### src/rtl/keypad_digit_loader.sv
// rtl/keypad_digit_loader.sv - keypad synchroniser, debouncer and three-digit preset loader
// Accepted digits shift in from the right; entries the mod-6 tens stage cannot hold are rejected.
module keypad_digit_loader #(
  parameter int DEBOUNCE = 4,
  parameter int CNT_W    = 3
) (
  input  logic       clock,
  input  logic       clear,
  input  logic [9:0] keypad,
  input  logic       en,
  output logic [3:0] data_mins,
  output logic [3:0] data_tens,
  output logic [3:0] data_ones,
  output logic       loadn,
  output logic       reject
);

  typedef enum logic [1:0] {
    S_IDLE,
    S_DEBOUNCE,
    S_ACCEPT,
    S_WAIT_RELEASE
  } state_t;

  localparam logic [CNT_W-1:0] CNT_LAST = CNT_W'(DEBOUNCE - 1);

  state_t           state, state_n;
  logic [9:0]       sync1, ks;
  logic [9:0]       code, code_n;
  logic [CNT_W-1:0] cnt, cnt_n;
  logic [3:0]       mins_n, tens_n, ones_n;
  logic             loadn_n, reject_n;
  logic             ks_valid, ks_invalid;

  function automatic logic [3:0] key_digit(input logic [9:0] c);
    key_digit = '0;
    for (int k = 0; k < 10; k++) begin
      if (c[k]) key_digit = 4'(k);
    end
  endfunction

  // exactly one key down is a valid code; two or more is a chord
  assign ks_valid   = (ks != '0) && ((ks & (ks - 10'd1)) == '0);
  assign ks_invalid = (ks != '0) && !ks_valid;

  always_ff @(posedge clock or posedge clear) begin
    if (clear) begin
      sync1     <= '0;
      ks        <= '0;
      code      <= '0;
      cnt       <= '0;
      state     <= S_IDLE;
      data_mins <= '0;
      data_tens <= '0;
      data_ones <= '0;
      loadn     <= 1'b1;
      reject    <= 1'b0;
    end else begin
      sync1     <= keypad;
      ks        <= sync1;
      code      <= code_n;
      cnt       <= cnt_n;
      state     <= state_n;
      data_mins <= mins_n;
      data_tens <= tens_n;
      data_ones <= ones_n;
      loadn     <= loadn_n;
      reject    <= reject_n;
    end
  end

  always_comb begin
    state_n  = state;
    code_n   = code;
    cnt_n    = cnt;
    mins_n   = data_mins;
    tens_n   = data_tens;
    ones_n   = data_ones;
    loadn_n  = 1'b1;
    reject_n = 1'b0;

    case (state)
      S_IDLE: begin
        if (ks_valid) begin
          code_n  = ks;
          cnt_n   = CNT_W'(1);
          state_n = S_DEBOUNCE;
        end else if (ks_invalid) begin
          reject_n = 1'b1;
          cnt_n    = '0;
          state_n  = S_WAIT_RELEASE;
        end
      end

      S_DEBOUNCE: begin
        if (ks == code) begin
          if (cnt == CNT_LAST) begin
            cnt_n   = '0;
            state_n = S_ACCEPT;
          end else begin
            cnt_n = cnt + CNT_W'(1);
          end
        end else if (ks_invalid) begin
          reject_n = 1'b1;
          cnt_n    = '0;
          state_n  = S_WAIT_RELEASE;
        end else begin
          cnt_n   = '0;
          state_n = S_IDLE;
        end
      end

      S_ACCEPT: begin
        // a units digit above 5 would land in the mod-6 tens counter
        if (en || (data_ones > 4'd5)) begin
          reject_n = 1'b1;
        end else begin
          mins_n  = data_tens;
          tens_n  = data_ones;
          ones_n  = key_digit(code);
          loadn_n = 1'b0;
        end
        cnt_n   = '0;
        state_n = S_WAIT_RELEASE;
      end

      S_WAIT_RELEASE: begin
        if (ks != '0) begin
          cnt_n = '0;
        end else if (cnt == CNT_LAST) begin
          cnt_n   = '0;
          state_n = S_IDLE;
        end else begin
          cnt_n = cnt + CNT_W'(1);
        end
      end

      default: begin
        cnt_n   = '0;
        state_n = S_IDLE;
      end
    endcase
  end

endmodule

### config.mk
export PLATFORM = sky130hd
export DESIGN_NAME = keypad_digit_loader
export DESIGN_NICKNAME = d
export VERILOG_FILES = /design/src/rtl/keypad_digit_loader.sv
export SDC_FILE = /design/constraint.sdc
export NUM_CORES = 1
export LEC_CHECK = 0
export ABC_AREA = 0
export BUFFER_PORTS_ARGS = -buffer_cell sky130_fd_sc_hd__buf_2
export CAP_MARGIN = 25
export CORE_UTILIZATION = 25
export CTS_BUF_LIST = sky130_fd_sc_hd__clkbuf_16
export DETAILED_ROUTE_END_ITERATION = 12
export GPL_TIMING_DRIVEN = 1
export PLACE_DENSITY = 0.47
export SLEW_MARGIN = 20
export SYNTH_ARGS = -nofsm -noshare
export SYNTH_HDL_FRONTEND = slang
export SYNTH_SLANG_ARGS = --single-unit
export TNS_END_PERCENT = 30
### constraint.sdc
create_clock -name clock -period 3.8 [get_ports clock]
set_input_delay 0.19 -clock clock [delete_from_list [all_inputs] [get_ports clock]]
set_output_delay 0.19 -clock clock [all_outputs]
set_load 0.005 [all_outputs]
# Yosys cells after proc, flatten, opt, wreduce, memory -nomap -nowiden
# Index checks and enable logic that the tools add are counted.
dict set report totals {
  register_bits 49
  output_inout_bits 14
  word_cells 63
}
dict set report op_classes {
  muxes 29
  n_eq_ne 9
  bitwise 2
  add_sub_neg 2
  reduce_logical 10
  magnitude_cmp 1
}
# operator n
set op_table {}
lappend op_table {{2-to-1 mux 4 bit} 8}
lappend op_table {{2-to-1 mux 3 bit} 5}
lappend op_table {{2-to-1 mux 2 bit} 7}
lappend op_table {{one-hot mux 3 bit (4 select lines)} 1}
lappend op_table {{AND 10 bit} 1}
lappend op_table {{== test 10 bit} 1}
lappend op_table {{logical NOT 10 bit} 1}
lappend op_table {{nonzero test 10 bit} 1}
lappend op_table {{subtractor 10 x 1 -> 10 bit (second input constant)} 1}
lappend op_table {{one-hot mux 2 bit (4 select lines)} 1}
lappend op_table {{2-to-1 mux 1 bit} 6}
lappend op_table {{inequality test 3 bit (second input constant)} 2}
lappend op_table {{== test 2 bit (second input constant)} 2}
lappend op_table {{greater-than comparator 4 x 3 -> 1 bit (second input constant)} 1}
lappend op_table {{inequality test 2 bit (second input constant)} 2}
lappend op_table {{AND reduction 2 bit} 2}
lappend op_table {{AND reduction 4 bit} 1}
lappend op_table {{adder 3 x 1 -> 3 bit (second input constant)} 1}
lappend op_table {{== test 3 x 2 -> 1 bit (second input constant)} 1}
lappend op_table {{one-hot mux 1 bit (3 select lines)} 1}
lappend op_table {{== test 2 x 1 -> 1 bit (second input constant)} 1}
lappend op_table {{logical AND 1 bit} 2}
lappend op_table {{logical NOT 2 bit} 1}
lappend op_table {{logical NOT 1 bit} 1}
lappend op_table {{other kinds (2)} 2}

# Depth between registers and ports, before layout
# Gate-level depths: netlist of run 1.
dict set report depth {
  ltp_word 9
  depth_mapped 6
}

# Worst setup path before layout of run 1
# OpenSTA, ideal clock, no wires.
dict set report synth_path {
  kind {reg-to-reg}
  from {register ks[3]}
  to {register code[3]}
  t_arrival_ns 1.633
  n_path_buf 0
  required_ns 3.675
  slack_ns 2.042
  stages_incl_launch_ff 6
  path_cell_list {dfrtp_1 > nor4_4 > o21ai_2 > nor4_4 > o21ai_4 > mux2_4}
}
dict set report synth_via {
  elab_chain_len 5
  word_cells_on_any_way 6
  cone_classes {add/sub (1); bitwise (1); reduce/logical (4)}
}
# item line_no
set synth_lines {}
lappend synth_lines {{start, declared} 28} ;# logic [9:0] sync1, ks;
lappend synth_lines {{start signal, assigned} 60} ;# ks <= sync1;
lappend synth_lines {{subtractor 10 x 1 -> 10 bit} 43} ;# assign ks_valid = (ks != '0) && ((ks & (ks - 10'd1)) == '0);
lappend synth_lines {{AND 10 bit} 43}
lappend synth_lines {{logical NOT 10 bit} 43}
lappend synth_lines {{logical AND 1 bit} 43}
lappend synth_lines {{AND reduction 2 bit (no source line)} n/a}
lappend synth_lines {{end signal, assigned} 61} ;# code <= code_n;
lappend synth_lines {{end, declared} 29} ;# logic [9:0] code, code_n;
# Several ways; a longest one is shown, not always the timed one.
# A chain may end at the register's enable or synchronous reset.

# Worst setup path after layout of run 1
dict set report layout_path {
  from {register data_ones[1]}
  to {register data_mins[2]}
}
dict set report layout_via {
  elab_chain_len 4
}
# item line_no
set layout_lines {}
lappend layout_lines {{start, declared} 13} ;# output logic [3:0] data_ones,
lappend layout_lines {{start signal, assigned} 66} ;# data_ones <= ones_n;
lappend layout_lines {{greater-than comparator 4 x 3 -> 1 bit} 115} ;# if (en || (data_ones > 4'd5)) begin
lappend layout_lines {{logical OR 1 bit} 115}
lappend layout_lines {{NOT 1 bit (no source line)} n/a}
lappend layout_lines {{AND reduction 2 bit (no source line)} n/a}
lappend layout_lines {{end signal, assigned} 64} ;# data_mins <= mins_n;
lappend layout_lines {{end, declared} 11} ;# output logic [3:0] data_mins,
# No other way between the ends.

==> implementation parameters, run 1 <==
Parameter                              Value

Synth
  Parity-gate share of the synthesized area counting xor and xnor cells ... 0.04274
  Seq cells post-synth ... 49
  Cell accounting for the most synthesized area ... sky130_fd_sc_hd__dfrtp_1
  Mapped cell area ... between 0.002 and 0.0025 mm²
  Area share of the largest cell type after synthesis ... 0.5861
  Yosys warnings ... 0
  Leading post-synthesis cells by cell area ... sky130_fd_sc_hd__dfrtp_1 (59%), sky130_fd_sc_hd__mux2_4 (7.3%), sky130_fd_sc_hd__mux2_1 (4.4%), sky130_fd_sc_hd__xor2_1 (4.3%), sky130_fd_sc_hd__nor2_1 (2.2%)
  Fraction of the mapped netlist area in adder cells ... 0.006105
  Compound-gate portion of the synthesized area ... 0.1050
  Part of the Yosys area used for sequential elements ... 0.5989
  Synth Instances ... approximately 150
  Mean cell area of the mapped netlist ... 13.31 µm²
  Simple-gate area share of the yosys netlist ... 0.1148
  Post-Syn Nets ... between 150 and 200
  Portion of netlist area occupied by mux cells ... 0.1172
  Number of distinct standard cells referenced by the synthesized netlist ... 40
  Largest family of logic cells by synthesized area ... multiplexers

Route
  Met3 wire length ... 218 µm
  Total wire length ... around 3.7 mm
  Number of DRC violations after detailed-routing iteration 0 ... 46
  Detail-routed via count per cell ... roughly 4.3
  Total vias in the final route ... between 1000 and 1500
  Highest routing layer actually used ... met4
  WL met1 ... 1.786 mm
  WL met2 ... 1.582 mm
  Total iterations of the first detailed-routing run ... 4
  DRC errors left ... 0
  DR WL/cell ... 12.25 µm
  Remaining antenna violation count ... 0

Pwr
  Power Density ... ~420 mW/mm²
  Leakage power ... 1.236 nW
  Share of power burned in combinational logic ... 0.037
  P_int ... 0.0008591 W
  Part of the total power dissipated in the clock network ... 0.456
  Net load switching power ... 0.0002146 W
  Relative contribution of sequential cells to total power ... 0.507
  Worst supply voltage drop on vdd ... 0.2244 mV
  Switching power as a share of total power ... 0.1999

Clock tree
  Worst-Skew Late Latency ... 0.29 ns
  Clock net sink count ... 49
  Maximum clock insertion buffer count ... 2
  Inserted Clock Buffers ... 5
  Clock slew at reported path FFs ... about 0.06 ns
  CTS root buffer ... sky130_fd_sc_hd__clkbuf_16
  Setup Buffers After CTS ... 0
  CTS tree ... yes
  H-tree lvl count ... 2

Critical path
  Worst path max stage delay ... 0.55 ns
  CP bufs+invs ... 0
  Highest fanout seen on the critical path ... 15
  Critical register-to-register path startpoint ... data_ones[1]
  Req. time, crit path ... around 4.0 ns
  Critical path endpoint category ... flip-flop
  Crit path arrival time ... 2.19 ns
  Terminus of the critical flop-to-flop path ... data_mins[2]
  FF-to-FF path depth ... 3
  Cell with the largest stage delay on the worst path ... sky130_fd_sc_hd__nand3_1
  R2R Setup Slk ... 1.78 ns
  Startpoint Class ... flip-flop
  Cell breakdown of the critical path ... a211oi_1 -> nand3_1 -> mux2_1
  Crit Path Category ... reg2reg
  Top Family by Delay on Critical Path ... simple AND/OR/NAND/NOR gates

Timing
  Slew at the pin closest to its max-slew limit ... approximately 0.63 ns
  Count of final max-slew check failures ... 0
  Final setup violation count ... 0
  Minimum clock period after layout ... approximately 2.0 ns
  Worst rel slew slack ... 0.5819
  Final count of hold timing violations ... 0
  Setup repair after global routing missed its margin ... false
  Post-Route Skew ... 0.008526 ns
  Fmax ... about 500 MHz
  TNS Setup ... 0 ns
  Fin crit share ... 0.5304

Final layout
  Non-filler cells, final ... 298
  Area added between synthesis and finish ... 25.82%
  Number of fill cells ... between 800 and 900
  NumNets Final ... 209
  Inserted Diodes ... 0
  Fraction of final layout cells with drive strength greater than 1 ... 0.2755

Hold path
  Worst Hold Path EP ... sync1[1]
  Origin of the worst min-delay path ... keypad[1]
  Worst Hold Class ... in2reg
  Instance count along the most critical hold path ... 1

Die
  Floorplan die height ... 92.54 µm
  Die span in x ... 92.54 µm
  Number of core rows ... 32
  Area of the die ... around 0.0086 mm²
  Top-level port count ... 27
  Initial core utilization ... 0.2612
  Placeable Area ... 0.007848 mm²

Run
  Total of max-cap violations ... 0

Placed design
  Total half-perimeter wirelength after legalization and detailed placement ... approximately 2.5 mm
  Post-placement cell count ... 280
  Port buffer count ... 26
  RD Place Congestion ... 0.7458

Run status
  Result of the run ... complete, no violations

Global route
  Antenna violations before repair ... 0
  Vias in the first global route ... 1277
  GRT overflow ... 0
  Wire length of the first global-routing pass ... 6.292 mm
  Tot GR Track Use ... 0.09712
  Pin count of the biggest net entering global routing ... 31
[cell type report]
class,count,area (µm²),share of cell area
well taps,102,127.6,0.04949
clock inverters,3,38.79,0.01504
flip-flops and latches,49,1227,0.4760
multi-input cells,97,790.8,0.3066
clock buffers,5,125.1,0.04852
inverters,5,18.77,0.007278
repair buffers,37,250.2,0.09704
[cells by family (layout without fill, tap and decap cells)]
| family | Yosys count | count (layout) |
|---|---|---|
| adder cells (fa/ha/maj) | 1 | 1 |
| flip-flops | 49 | 49 |
| AND/OR/NAND/NOR | 39 | 39 |
| multiplexers | 18 | 18 |
| XOR/XNOR | 10 | 10 |
| buffers and inverters | 8 | 50 |
| AO/OA/AOI/OAI | 29 | 29 |
[routing by layer]
metal | GRT usage | vias up
met5 | 0 | -
met4 | 0.03516 | 0
met3 | 0.04187 | 8
met2 | 0.1401 | 31
met1 | 0.1284 | 601
li1 | - | 632
[placed cells by master, fill, tap and decap left out, types with 3 or more instances in the layout]
cell and count:
sky130_fd_sc_hd__a211oi_1 4, sky130_fd_sc_hd__a21oi_1 3, sky130_fd_sc_hd__buf_2 26, sky130_fd_sc_hd__clkbuf_16 5, sky130_fd_sc_hd__dfrtp_1 48, sky130_fd_sc_hd__dlygate4sd3_1 10
sky130_fd_sc_hd__inv_1 4, sky130_fd_sc_hd__mux2_1 8, sky130_fd_sc_hd__mux2_4 10, sky130_fd_sc_hd__nand2_1 6, sky130_fd_sc_hd__nand3_1 3, sky130_fd_sc_hd__nor2_1 12
sky130_fd_sc_hd__nor2b_1 3, sky130_fd_sc_hd__nor3_1 4, sky130_fd_sc_hd__o21bai_1 3, sky130_fd_sc_hd__xor2_1 10
[how the worst max path moves through the flow]
stage / end / cells after the start / slack [ns] / from
floorplan: code[3] / 5 / 2.04 / ks[3]
detailed placement: data_mins[2] / 3 / 1.74 / data_ones[1]
CTS: data_mins[2] / 3 / 1.72 / data_ones[1]
global route: data_mins[2] / 3 / 1.50 / data_ones[1]
global placement: data_mins[1] / 3 / 1.72 / data_ones[1]
finish: data_mins[2] / 3 / 1.78 / data_ones[1]
[cell usage after synthesis]
master	instances
sky130_fd_sc_hd__inv_1	4
sky130_fd_sc_hd__dfstp_2	1
sky130_fd_sc_hd__mux2_1	8
sky130_fd_sc_hd__o21ai_4	1
sky130_fd_sc_hd__clkbuf_1	2
sky130_fd_sc_hd__and2_1	1
sky130_fd_sc_hd__xor2_1	10
sky130_fd_sc_hd__dfrtp_1	48
sky130_fd_sc_hd__ha_1	1
sky130_fd_sc_hd__o22ai_1	2
sky130_fd_sc_hd__nor3_1	4
sky130_fd_sc_hd__o21ai_2	1
sky130_fd_sc_hd__inv_2	1
sky130_fd_sc_hd__o32ai_1	1
sky130_fd_sc_hd__o21ai_1	2
sky130_fd_sc_hd__a21oi_1	3
sky130_fd_sc_hd__a32oi_1	1
sky130_fd_sc_hd__or2_2	1
sky130_fd_sc_hd__nand4_1	2
sky130_fd_sc_hd__buf_2	1
sky130_fd_sc_hd__o22a_1	1
sky130_fd_sc_hd__nand3_1	3
sky130_fd_sc_hd__o31a_1	2
sky130_fd_sc_hd__o31ai_1	2
sky130_fd_sc_hd__nand3b_1	1
sky130_fd_sc_hd__o41ai_1	1
sky130_fd_sc_hd__nor4_2	2
sky130_fd_sc_hd__mux2_4	10
sky130_fd_sc_hd__o21bai_1	3
sky130_fd_sc_hd__o211ai_1	1
sky130_fd_sc_hd__nor4_4	2
sky130_fd_sc_hd__a211oi_1	4
sky130_fd_sc_hd__nand2_1	6
sky130_fd_sc_hd__o21ai_0	1
sky130_fd_sc_hd__a31oi_1	2
sky130_fd_sc_hd__nor4_1	1
sky130_fd_sc_hd__nor3b_1	1
sky130_fd_sc_hd__nor2b_1	3
sky130_fd_sc_hd__a22oi_1	1
sky130_fd_sc_hd__nor2_1	12
[registers in the layout (all words and copies together), names as in the netlist]
name       cells
cnt            3
code          10
data_mins      4
data_ones      4
data_tens      4
ks            10
loadn          1
reject         1
state          2
sync1         10
[stage by stage]
stage          instance area [µm²]  hold WS [ns]    util  total power [W]  setup WS [ns]
6_report                      2579       0.01053  0.3286         0.001074          1.784
3_5_place_dp                  2315        0.2216  0.2950        0.0005875          1.736
3_3_place_gp                  2295        0.2976  0.2924        0.0005850          1.725
4_1_cts                       2559     0.0009747  0.3261         0.001091          1.717
5_1_grt                       2579      0.002020  0.3286         0.001121          1.501
2_1_floorplan                 2049        0.2214       -        0.0005711          2.042
[power by group through the flow]
stage          Clock [W]  Sequential (W)  Combinational (W)
2_1_floorplan          0        0.000551          0.0000202
3_3_place_gp           0        0.000554          0.0000315
3_5_place_dp           0        0.000554          0.0000338
4_1_cts         0.000507        0.000544          0.0000401
5_1_grt         0.000531        0.000545          0.0000453
6_report        0.000490        0.000544          0.0000401
[timing repair]
action	4_1_cts	5_1_grt
hold endpoints to repair	26	2
gates resized for setup	0	0
hold buffers	8	2
(Power assumes the default switching activity.)
==> run 2: changes to the inputs <==
==> constraint.sdc (replaced) <==
create_clock -name clock -period 1.9 [get_ports clock]
set_input_delay 0.095 -clock clock [delete_from_list [all_inputs] [get_ports clock]]
set_output_delay 0.095 -clock clock [all_outputs]
set_load 0.005 [all_outputs]
==> run 2 against run 1 <==
  * Clock-buffer cell count stayed put
  * Non-clock buffer count is 17 higher
  * Setup slack got worse by 1.7 ns
  * Register-to-register slack worse by 1.7 ns
  * Sequential power is 100% higher
  * Sequential cell count is the same
  * Via count rose by 8.1%
  * Worst hold slack improved by 0.26 ns
  * Clock power rose by 64%
  * Routed wire length increased by 3.8%
  * Fmax increased by 9.6%
  * Largest cell class unchanged
  * Largest power group unchanged
==> implementation parameters, run 2 (same netlist as run 1, synthesis figures left out) <==
Parameter                              Value

Run status
  Result of the run ... complete, no violations

Timing
  Fmax ... 543.5 MHz (+9.6%)
  Slew at the pin closest to its max-slew limit ... 0.5383 ns (-0.08715 ns)
  TNS Setup ... 0 ns (unchanged)
  Setup repair after global routing missed its margin ... true
  Post-Route Skew ... 0.005115 ns (-0.003411 ns)
  Minimum clock period after layout ... 1.840 ns (-0.1758 ns)
  Final setup violation count ... 0 (unchanged)
  Final count of hold timing violations ... 0 (unchanged)
  Fin crit share ... 0.9683 (+0.4379)
  Count of final max-slew check failures ... 0 (unchanged)
  Worst rel slew slack ... 0.6406 (+0.05874)

Hold path
  Instance count along the most critical hold path ... 4 (+3)
  Worst Hold Class ... in2reg

Final layout
  Most common cell after layout, fill and taps aside ... sky130_fd_sc_hd__dfrtp_1
  Post-layout instance area ... 0.002734 mm² (+6.0%)
  Top library cells by usage in the layout, fill and taps aside ... sky130_fd_sc_hd__dfrtp_1 (47), sky130_fd_sc_hd__buf_2 (26), sky130_fd_sc_hd__buf_4 (14), sky130_fd_sc_hd__dlygate4sd3_1 (11)
  Inserted Diodes ... 0 (unchanged)
  Fraction of the core area covered by cells at the end of the flow ... 0.3484 (+0.01977)
  NumNets Final ... 226 (+8.1%)
  Fraction of final layout cells with drive strength greater than 1 ... 0.3585 (+0.08298)
  Area added between synthesis and finish ... 33.39%
  Biggest registers after layout ... code: 10 flops, ks: 10 flops, sync1: 10 flops

Clock tree
  Clock net sink count ... 49 (unchanged)
  Maximum clock insertion buffer count ... 2 (unchanged)
  CTS root buffer ... sky130_fd_sc_hd__clkbuf_16
  Inserted Clock Buffers ... 5 (unchanged)
  Worst-Skew Late Latency ... 0.28 ns (about the same)
  H-tree lvl count ... 2 (unchanged)
  Clock slew at reported path FFs ... 0.06 ns (about the same)
  CTS tree ... yes

Critical path
  CP bufs+invs ... 1 (+1)
  Cell breakdown of the critical path ... nor4_4 -> nand4_1 -> nor2_2 -> o21ai_4 -> buf_12 -> mux2_4
  FF-to-FF path depth ... 6 (+3)
  Crit Path Category ... reg2reg
  Highest fanout seen on the critical path ... 7 (-8)
  Cell with the largest stage delay on the worst path ... sky130_fd_sc_hd__dfrtp_2
  Req. time, crit path ... 2.06 ns (-1.91 ns)
  Crit path arrival time ... 2.00 ns (-0.19 ns)
  Critical path endpoint category ... flip-flop
  Top Family by Delay on Critical Path ... simple AND/OR/NAND/NOR gates
  Cell count along the critical path ... 6 (+3)
  Worst path max stage delay ... 0.44 ns (-0.11 ns)
  Startpoint Class ... flip-flop

Placed design
  Total half-perimeter wirelength after legalization and detailed placement ... 2.669 mm (+6.0%)
  RD Place Congestion ... 0.7531 (+0.98%)
  Instance area at placement ... 0.002432 mm² (+5.1%)
  Port buffer count ... 26 (unchanged)

Route
  DRC errors left ... 0 (unchanged)
  Detail-routed via count per cell ... 4.379 (+2.6%)
  Remaining antenna violation count ... 0 (unchanged)
  Total wire length ... 3.788 mm (+3.8%)
  DR WL/cell ... 12.06 µm (-1.5%)
  Total vias in the final route ... 1375 (+8.1%)
  Number of DRC violations after detailed-routing iteration 0 ... 40 (-13%)
  Total iterations of the first detailed-routing run ... 4 (unchanged)

Die
  Initial core utilization ... 0.2612 (unchanged)
  Top-level port count ... 27 (unchanged)
  Number of core rows ... 32 (unchanged)
  Die span in x ... 92.54 µm (unchanged)
  Floorplan die height ... 92.54 µm (unchanged)
  Placeable Area ... 0.007848 mm² (unchanged)
  Area of the die ... 0.008564 mm² (unchanged)

Global route
  Pin count of the biggest net entering global routing ... 27 (-13%)
  Top Usage Layer GRT ... met2
  Vias in the first global route ... 1282 (+0.39%)
  Met2 track demand over resource in global routing ... 0.1395 (-0.0006173)
  Antenna violations before repair ... 0 (unchanged)
  GR met1 Demand/Resource ... 0.1385 (+0.01011)
  Met3 track demand over resource in global routing ... 0.03038 (-0.01149)
  Tot GR Track Use ... 0.09731 (+0.0001880)
  Wire length of the first global-routing pass ... 6.410 mm (+1.9%)
  GRT overflow ... 0 (unchanged)

Pwr
  Power Density ... 727.8 mW/mm² (+75%)
  Net load switching power ... 0.0004045 W (+88%)
  P_int ... 0.001585 W (+85%)
  Part of the total power dissipated in the clock network ... 0.404 (-0.052)
  Switching power as a share of total power ... 0.2033 (+0.003393)
  Share of power burned in combinational logic ... 0.050 (+0.013)
  Relative contribution of sequential cells to total power ... 0.547 (+0.040)
  Worst supply voltage drop on vdd ... 0.4088 mV (+82%)
  Leakage power ... 1.308 nW (+5.8%)

Run
  Total of max-cap violations ... 0 (unchanged)
run 2: area by class of cell:
| cell class | instances | area (µm²) |
|---|---|---|
| flip-flops and latches | 49 | 1229 |
| clock buffers | 5 | 125.1 |
| clock inverters | 2 | 7.507 |
| repair buffers | 54 | 396.6 |
| multi-input cells | 97 | 829.5 |
| well taps | 102 | 127.6 |
| fillers | 805 | 5114 |
| inverters | 5 | 18.77 |
run 2: stage by stage:
stage / hold slack, ns / total power [W] / setup WS [ns] / std cells
5_1_grt: 0.2862 / 0.002080 / -0.05428 / 314
3_3_place_gp: 0.1699 / 0.001181 / 0.09070 / 294
4_1_cts: 0.2684 / 0.002020 / 0.05002 / 312
6_report: 0.2656 / 0.001990 / 0.06019 / 314
2_1_floorplan: 0.1264 / 0.001142 / 0.1420 / 154
3_5_place_dp: 0.1736 / 0.001181 / 0.06023 / 294
run 2: per-layer routing:
metal	wire length (µm)	up-vias	part of all wire
met5	0	-	0
met2	1620	35	0.43
met3	155	2	0.041
met4	25	0	0.0066
li1	-	675	-
met1	1986	663	0.52
run 2: worst paths after layout:
check	startpoint	to	slack, ns
min reg2reg	sync1[0]	ks[0]	0.35
max in group asynchronous	clear	loadn	0.90
min in group asynchronous	clear	ks[4]	0.40
min	en	reject	0.27
max reg2reg	ks[7]	code[6]	0.06
max	ks[7]	code[6]	0.06
run 2: power by group through the flow:
stage	Sequential (W)	Combinational (W)	Clock, W
2_1_floorplan	0.00110	0.0000404	0
3_3_place_gp	0.00111	0.0000755	0
3_5_place_dp	0.00111	0.0000755	0
4_1_cts	0.00109	0.0000925	0.000841
5_1_grt	0.00109	0.000110	0.000880
6_report	0.00109	0.0000986	0.000803
run 2: timing repair:
| action | in CTS | in global routing |
|---|---|---|
| endpoints found under the setup margin | 0 | 13 |
| endpoints found under the hold margin | 33 | 0 |
| setup buffers | 0 | 2 |
| gates resized for setup | 0 | 10 |
| hold buffers | 11 | 0 |
run 2: worst min-delay path: cells and delay by family:
kind / cells / cell delay, ns
AO/OA/AOI/OAI: 2 / 0.17
buffers and inverters: 2 / 0.22
